### src/rtl/pipe_hazard_ctrl_if.sv
// Decode/execute handshake between the core pipeline and the hazard controller.
interface pipe_hazard_ctrl_if #(
  parameter int unsigned REG_ADDR_W = 5,
  parameter int unsigned STAT_W     = 16
);
  logic                  dec_valid;
  logic [REG_ADDR_W-1:0] dec_rs1;
  logic [REG_ADDR_W-1:0] dec_rs2;
  logic                  dec_use_rs1;
  logic                  dec_use_rs2;
  logic [REG_ADDR_W-1:0] dec_rd;
  logic                  dec_wr_rd;
  logic                  dec_is_load;
  logic                  ex_branch_taken;
  logic                  stall_d;
  logic                  bubble_e;
  logic                  flush_d;
  logic [1:0]            fwd_rs1;
  logic [1:0]            fwd_rs2;
  logic                  busy;
  logic [STAT_W-1:0]     stat_stalls;
  logic [STAT_W-1:0]     stat_flushes;

  modport master (
    output dec_valid, dec_rs1, dec_rs2, dec_use_rs1, dec_use_rs2,
           dec_rd, dec_wr_rd, dec_is_load, ex_branch_taken,
    input  stall_d, bubble_e, flush_d, fwd_rs1, fwd_rs2, busy,
           stat_stalls, stat_flushes
  );

  modport slave (
    input  dec_valid, dec_rs1, dec_rs2, dec_use_rs1, dec_use_rs2,
           dec_rd, dec_wr_rd, dec_is_load, ex_branch_taken,
    output stall_d, bubble_e, flush_d, fwd_rs1, fwd_rs2, busy,
           stat_stalls, stat_flushes
  );
endinterface

### src/rtl/pipe_hazard_ctrl.sv
// Hazard/sequencing controller for the D/E/W pipeline: scoreboard, forwarding, load-use stall, branch squash.
// Optional statistics counters are built only when PIPE_HAZARD_STATS_EN is defined.
module pipe_hazard_ctrl #(
  parameter int unsigned REG_ADDR_W   = 5,
  parameter int unsigned FLUSH_CYCLES = 1,
  parameter int unsigned STAT_W       = 16
) (
  input  logic              clk,
  input  logic              reset,
  pipe_hazard_ctrl_if.slave bus
);
  localparam int unsigned CNT_W = 2;

  typedef enum logic [1:0] {ST_RUN, ST_LDSTALL, ST_FLUSH} state_t;

  state_t           state_q, state_d;
  logic [CNT_W-1:0] cnt_q, cnt_d;

  logic                  ex_v, ex_wr, ex_ld;
  logic [REG_ADDR_W-1:0] ex_rd;
  logic                  wb_v, wb_wr;
  logic [REG_ADDR_W-1:0] wb_rd;

  logic use1, use2, me1, me2, mw1, mw2, hazard;
  logic hz_stall, hz_bubble, hz_flush, hz_busy, load_e;
  logic [1:0] fwd1, fwd2;

  // Scoreboard matches; x0 never matches
  assign use1   = bus.dec_valid & bus.dec_use_rs1;
  assign use2   = bus.dec_valid & bus.dec_use_rs2;
  assign me1    = ex_v & ex_wr & (ex_rd == bus.dec_rs1) & (|bus.dec_rs1);
  assign me2    = ex_v & ex_wr & (ex_rd == bus.dec_rs2) & (|bus.dec_rs2);
  assign mw1    = wb_v & wb_wr & (wb_rd == bus.dec_rs1) & (|bus.dec_rs1);
  assign mw2    = wb_v & wb_wr & (wb_rd == bus.dec_rs2) & (|bus.dec_rs2);
  assign hazard = ex_ld & ((use1 & me1) | (use2 & me2));

  // Forwarding selects, E result has priority over W data
  always_comb begin
    fwd1 = 2'b00;
    fwd2 = 2'b00;
    if (use1) begin
      if (me1 && !ex_ld) fwd1 = 2'b01;
      else if (mw1)      fwd1 = 2'b10;
    end
    if (use2) begin
      if (me2 && !ex_ld) fwd2 = 2'b01;
      else if (mw2)      fwd2 = 2'b10;
    end
  end

  always_ff @(posedge clk or posedge reset) begin
    if (reset) begin
      state_q <= ST_RUN;
      cnt_q   <= '0;
    end else begin
      state_q <= state_d;
      cnt_q   <= cnt_d;
    end
  end

  always_comb begin
    state_d = state_q;
    cnt_d   = cnt_q;
    unique case (state_q)
      ST_RUN: begin
        if (bus.ex_branch_taken) begin
          state_d = ST_FLUSH;
          cnt_d   = CNT_W'(FLUSH_CYCLES - 1);
        end else if (hazard) begin
          state_d = ST_LDSTALL;
        end
      end
      ST_LDSTALL: state_d = ST_RUN;
      ST_FLUSH: begin
        if (cnt_q != '0) cnt_d = cnt_q - CNT_W'(1);
        else             state_d = ST_RUN;
      end
      default: state_d = ST_RUN;
    endcase
  end

  // A branch in the same cycle as a load-use squashes the hazarding instruction instead of stalling
  always_comb begin
    hz_stall  = 1'b0;
    hz_bubble = 1'b0;
    hz_flush  = 1'b0;
    hz_busy   = (state_q != ST_RUN);
    unique case (state_q)
      ST_RUN: begin
        hz_flush  = bus.ex_branch_taken;
        hz_stall  = hazard & ~bus.ex_branch_taken;
        hz_bubble = hazard & ~bus.ex_branch_taken;
      end
      ST_FLUSH: hz_flush = (cnt_q != '0);
      default: ;
    endcase
  end

  assign load_e = bus.dec_valid & ~hz_stall & ~hz_bubble & ~hz_flush;

  // E slot captures D or a bubble; W always takes E
  always_ff @(posedge clk or posedge reset) begin
    if (reset) begin
      ex_v  <= 1'b0;
      ex_wr <= 1'b0;
      ex_ld <= 1'b0;
      ex_rd <= '0;
      wb_v  <= 1'b0;
      wb_wr <= 1'b0;
      wb_rd <= '0;
    end else begin
      wb_v  <= ex_v;
      wb_wr <= ex_wr;
      wb_rd <= ex_rd;
      ex_v  <= load_e;
      ex_wr <= load_e & bus.dec_wr_rd;
      ex_ld <= load_e & bus.dec_is_load;
      ex_rd <= load_e ? bus.dec_rd : '0;
    end
  end

  assign bus.stall_d  = hz_stall;
  assign bus.bubble_e = hz_bubble;
  assign bus.flush_d  = hz_flush;
  assign bus.fwd_rs1  = fwd1;
  assign bus.fwd_rs2  = fwd2;
  assign bus.busy     = hz_busy;

`ifdef PIPE_HAZARD_STATS_EN
  logic [STAT_W-1:0] stalls_q, flushes_q;
  logic              ld_entry;

  assign ld_entry = (state_q == ST_RUN) && (state_d == ST_LDSTALL);

  // Saturating event counters, cleared only by reset
  always_ff @(posedge clk or posedge reset) begin
    if (reset) begin
      stalls_q  <= '0;
      flushes_q <= '0;
    end else begin
      if (ld_entry && !(&stalls_q))  stalls_q  <= stalls_q + STAT_W'(1);
      if (hz_flush && !(&flushes_q)) flushes_q <= flushes_q + STAT_W'(1);
    end
  end

  assign bus.stat_stalls  = stalls_q;
  assign bus.stat_flushes = flushes_q;
`else
  assign bus.stat_stalls  = STAT_W'(0);
  assign bus.stat_flushes = STAT_W'(0);
`endif
endmodule
### src/flat_wrapper.sv
// flat-port wrapper written by rule: the top's interface ports become plain ports
module pipe_hazard_ctrl_flat 
#(
  parameter int unsigned REG_ADDR_W   = 5,
  parameter int unsigned FLUSH_CYCLES = 1,
  parameter int unsigned STAT_W       = 16
)
  (clk, reset, bus_dec_valid, bus_dec_rs1, bus_dec_rs2, bus_dec_use_rs1, bus_dec_use_rs2, bus_dec_rd, bus_dec_wr_rd, bus_dec_is_load, bus_ex_branch_taken, bus_stall_d, bus_bubble_e, bus_flush_d, bus_fwd_rs1, bus_fwd_rs2, bus_busy, bus_stat_stalls, bus_stat_flushes);
  pipe_hazard_ctrl_if #(.REG_ADDR_W(REG_ADDR_W), .STAT_W(STAT_W)) bus_i ();
  input  logic clk;
  input  logic reset;
  input wire logic [$bits(bus_i.dec_valid)-1:0] bus_dec_valid;
  input wire logic [$bits(bus_i.dec_rs1)-1:0] bus_dec_rs1;
  input wire logic [$bits(bus_i.dec_rs2)-1:0] bus_dec_rs2;
  input wire logic [$bits(bus_i.dec_use_rs1)-1:0] bus_dec_use_rs1;
  input wire logic [$bits(bus_i.dec_use_rs2)-1:0] bus_dec_use_rs2;
  input wire logic [$bits(bus_i.dec_rd)-1:0] bus_dec_rd;
  input wire logic [$bits(bus_i.dec_wr_rd)-1:0] bus_dec_wr_rd;
  input wire logic [$bits(bus_i.dec_is_load)-1:0] bus_dec_is_load;
  input wire logic [$bits(bus_i.ex_branch_taken)-1:0] bus_ex_branch_taken;
  output wire logic [$bits(bus_i.stall_d)-1:0] bus_stall_d;
  output wire logic [$bits(bus_i.bubble_e)-1:0] bus_bubble_e;
  output wire logic [$bits(bus_i.flush_d)-1:0] bus_flush_d;
  output wire logic [$bits(bus_i.fwd_rs1)-1:0] bus_fwd_rs1;
  output wire logic [$bits(bus_i.fwd_rs2)-1:0] bus_fwd_rs2;
  output wire logic [$bits(bus_i.busy)-1:0] bus_busy;
  output wire logic [$bits(bus_i.stat_stalls)-1:0] bus_stat_stalls;
  output wire logic [$bits(bus_i.stat_flushes)-1:0] bus_stat_flushes;
  assign bus_i.dec_valid = bus_dec_valid;
  assign bus_i.dec_rs1 = bus_dec_rs1;
  assign bus_i.dec_rs2 = bus_dec_rs2;
  assign bus_i.dec_use_rs1 = bus_dec_use_rs1;
  assign bus_i.dec_use_rs2 = bus_dec_use_rs2;
  assign bus_i.dec_rd = bus_dec_rd;
  assign bus_i.dec_wr_rd = bus_dec_wr_rd;
  assign bus_i.dec_is_load = bus_dec_is_load;
  assign bus_i.ex_branch_taken = bus_ex_branch_taken;
  assign bus_stall_d = bus_i.stall_d;
  assign bus_bubble_e = bus_i.bubble_e;
  assign bus_flush_d = bus_i.flush_d;
  assign bus_fwd_rs1 = bus_i.fwd_rs1;
  assign bus_fwd_rs2 = bus_i.fwd_rs2;
  assign bus_busy = bus_i.busy;
  assign bus_stat_stalls = bus_i.stat_stalls;
  assign bus_stat_flushes = bus_i.stat_flushes;
  pipe_hazard_ctrl #(.REG_ADDR_W(REG_ADDR_W), .FLUSH_CYCLES(FLUSH_CYCLES), .STAT_W(STAT_W)) u_core (.clk(clk), .reset(reset), .bus(bus_i));
endmodule
### config.mk
export PLATFORM = sky130hd
export DESIGN_NAME = pipe_hazard_ctrl_flat
export DESIGN_NICKNAME = d
export VERILOG_FILES = /design/src/rtl/pipe_hazard_ctrl_if.sv /design/src/rtl/pipe_hazard_ctrl.sv /design/src/flat_wrapper.sv
export SDC_FILE = /design/constraint.sdc
export NUM_CORES = 1
export LEC_CHECK = 0
export ABC_AREA = 0
export ABC_CLOCK_PERIOD_IN_PS = 3500
export CORE_UTILIZATION = 35
export DETAILED_ROUTE_END_ITERATION = 7
export PLACE_DENSITY = 0.72
export REMOVE_ABC_BUFFERS = 1
export SLEW_MARGIN = 20
export SYNTH_ARGS = -nofsm -noshare
export SYNTH_HDL_FRONTEND = slang
export SYNTH_SLANG_ARGS = --single-unit
### constraint.sdc
create_clock -name clk -period 3.5 [get_ports clk]
set_input_delay 0.525 -clock clk [delete_from_list [all_inputs] [get_ports clk]]
set_output_delay 0.525 -clock clk [all_outputs]
set_load 0.02 [all_outputs]
==> impl_metrics.py <==
metrics = {
    "sta": {
        "setup_tns_ps": 0,
        "setup_viol_count_final": 0,
        "rsz0062_at_grt": "false",
        "whs_ps": 409.7,
        "fin_crit_ps": 3284,
        "slew_violations": 0,
        "skew_ps": 7.968,
        "fin_crit_sh_pct": 93.83,
        "final_hold_viol_count": 0,
        "max_freq_mhz": 304.5,
        "max_slew_margin_pct": 55.59,
        "worstMarginPinSlew_ps": 665.5,
    },
    "finish": {
        "final_cell_mix": "32 x conb_1, 30 x clkdlybuf4s50_1, 19 x dfrtp_1, 18 x xnor2_1",
        "nFillCells": 364,
        "area_growth_pct": 20.67,
        "layout_commonest_cell": "conb_1",
        "n_antenna_cell": 0,
        "drive_gt1_share_pct": 7.500,
        "fin_nets": 185,
    },
    "clock_network": {
        "ctsResizeCount": 0,
        "hold_buffers": 0,
        "cts_htree_levels": 1,
        "clkTransAtPathRegs_ps": 100,
        "cts_setup_buffers": 0,
        "root_buffer": "clkbuf_4",
        "clk_latency_ps": 290,
        "clk_path_buf_depth": 2,
        "cts_buffers": 3,
        "cts.sinks": 19,
        "cts_tree": "built",
    },
    "synth": {
        "avgSynthCellArea_um2": 9.697,
        "synth.distinct_cells": 26,
        "synth_seq_cells": 19,
        "synth_warnings": 0,
        "ys_seq_area_share_pct": 38.31,
        "syn-cell-area_um2": 1241,
        "netlist_instances": 128,
    },
    "grt": {
        "globalRouteMet1Util_pct": 14.49,
        "gr-total-overflow": 0,
        "use_met3_pct": 1.891,
        "grt_max_degree": 20,
        "use_met2_pct": 19.20,
        "grt.busiest_layer": "met2",
        "grt_pass1_vias": 732,
        "antenna_found_initial": 0,
        "gr-usage-all-layers_pct": 11.54,
        "grt_pass1_wl_um": 3174,
    },
    "detailed_routing": {
        "wire_per_inst_um": 10.18,
        "viasPerCell": 4.058,
        "remaining_drc_errors": 0,
        "first_iter_violations": 16,
        "ant_nets": 0,
        "wl_um": 2098,
        "dr.pass1.iters": 2,
        "vias": 836,
    },
    "floorplanning": {
        "die_y_um": 61.55,
        "coreArea_um2": 3363,
        "start_util_pct": 36.90,
        "rows": 21,
        "dieArea_um2": 3788,
        "die_width_um": 61.55,
        "io_pins": 63,
    },
    "worst_setup_path": {
        "crit_path_end_kind": "output port",
        "required_ps": 2970,
        "cp-start-kind": "input pin",
        "critPathArrivalTime_ps": 2760,
        "crit_path_max_fanout": 4,
        "path_class": "in2out",
    },
    "status": {
        "outcome": "complete, no violations",
    },
    "placement": {
        "place.gp.congestion": 0.9173,
        "dp_hpwl_um": 1801,
        "port_buffers": 30,
    },
    "power_and_ir_drop": {
        "p_per_area_nw_per_um2": 469.1,
        "peakVddDrop_uv": 149.1,
        "p_leak_uw": 0.0006467,
    },
    "min_path": {
        "hold_class": "reg2reg",
    },
    "job": {
        "maxCapViolations": 0,
    },
}
==> where the power goes <==
part,switching [µW],internal (µW),total (µW)
Clock,64.2,43.4,108
Combinational,149,129,278
Sequential,45.4,272,317
Total,259,444,703
==> cell usage after synthesis (all sizes together) <==
cell / instances / area (µm²)
nand3: 2 / 10.01
nand2: 7 / 26.28
nor2: 3 / 11.26
o21ai: 2 / 10.01
dfrtp: 19 / 475.5
ha: 1 / 12.51
nand3b: 1 / 7.510
conb: 1 / 3.750
nor3: 6 / 41.29
xnor2: 18 / 157.7
and4b: 1 / 10.01
nor4: 4 / 31.28
inv: 6 / 22.52
o41ai: 1 / 8.760
or4: 4 / 33.78
a211o: 1 / 8.760
or2: 4 / 25.02
a21oi: 1 / 5.000
o211ai: 1 / 12.51
nand4: 3 / 18.77
and2: 7 / 43.79
buf: 33 / 247.7
xor2: 2 / 17.52
==> layout make-up <==
type,instances,area (µm²),share of cell area (%)
Clock buffer,3,22.52,1.504
Clock inverter,1,7.507,0.5013
Inverter,6,22.52,1.504
Multi-Input combinational cell,101,611.8,40.85
Sequential cell,19,475.5,31.75
Tap cell,46,57.56,3.843
Timing Repair Buffer,30,300.3,20.05
==> flip-flops by register name, indices dropped and copies added, names as in the netlist <==
| register | cells |
|---|---|
| u_core.ex_rd | 5 |
| u_core.wb_rd | 5 |
| u_core.cnt_q | 2 |
| u_core.state_q | 2 |
| u_core.ex_ld | 1 |
| u_core.ex_v | 1 |
| u_core.ex_wr | 1 |
| u_core.wb_v | 1 |
| u_core.wb_wr | 1 |
==> cell families (layout without fill, tap and decap cells) <==
group	count (synthesis)	in the layout	synth area share (%)
AND/OR/NAND/NOR	42	42	20.87
buffers and inverters	39	40	21.77
XOR/XNOR	20	20	14.11
flip-flops	19	19	38.31
AO/OA/AOI/OAI	6	6	3.629
adder cells (fa/ha/maj)	1	1	1.008
other	1	32	0.3021
==> metal layers <==
metal,up-vias,part of all wire [%]
met5,-,0
met4,0,1.1
met3,2,5.3
met2,27,50
met1,377,43
li1,430,-
==> critical path, stage by stage <==
cell	delay, ps
clkdlybuf4s50_1	460
or4_1	540
nor2_1	230
nor4_1	140
or2_2	320
clkdlybuf4s50_1	540
==> stage by stage <==
step | worst slack (ps) | total power, µW | util (%) | instances | area [µm²]
detailed placement | 223.0 | 600.7 | 43.64 | 202 | 1468
global placement | 245.3 | 583.0 | 43.64 | 202 | 1468
finish | 216.0 | 702.6 | 44.53 | 206 | 1498
floorplan | 1139 | 502.2 | - | 126 | 1110
global route | 105.2 | 753.4 | 44.53 | 206 | 1498
CTS | 230.2 | 707.9 | 44.53 | 206 | 1498
==> path summary, 6_finish.rpt <==
check                                 from               to  slack [ps]  depth (start not counted)
max in group asynchronous            reset     u_core.wb_wr        2440                          2
hold / removal                u_core.ex_wr     u_core.wb_wr         410                          0
setup / recovery            bus_dec_rs2[1]      bus_stall_d         220                          6
setup reg to reg           u_core.ex_rd[1]     u_core.ex_ld        1720                          5
hold reg to reg               u_core.ex_wr     u_core.wb_wr         410                          0
min in group asynchronous            reset  u_core.ex_rd[1]         630                          2
(Power assumes the default switching activity.)
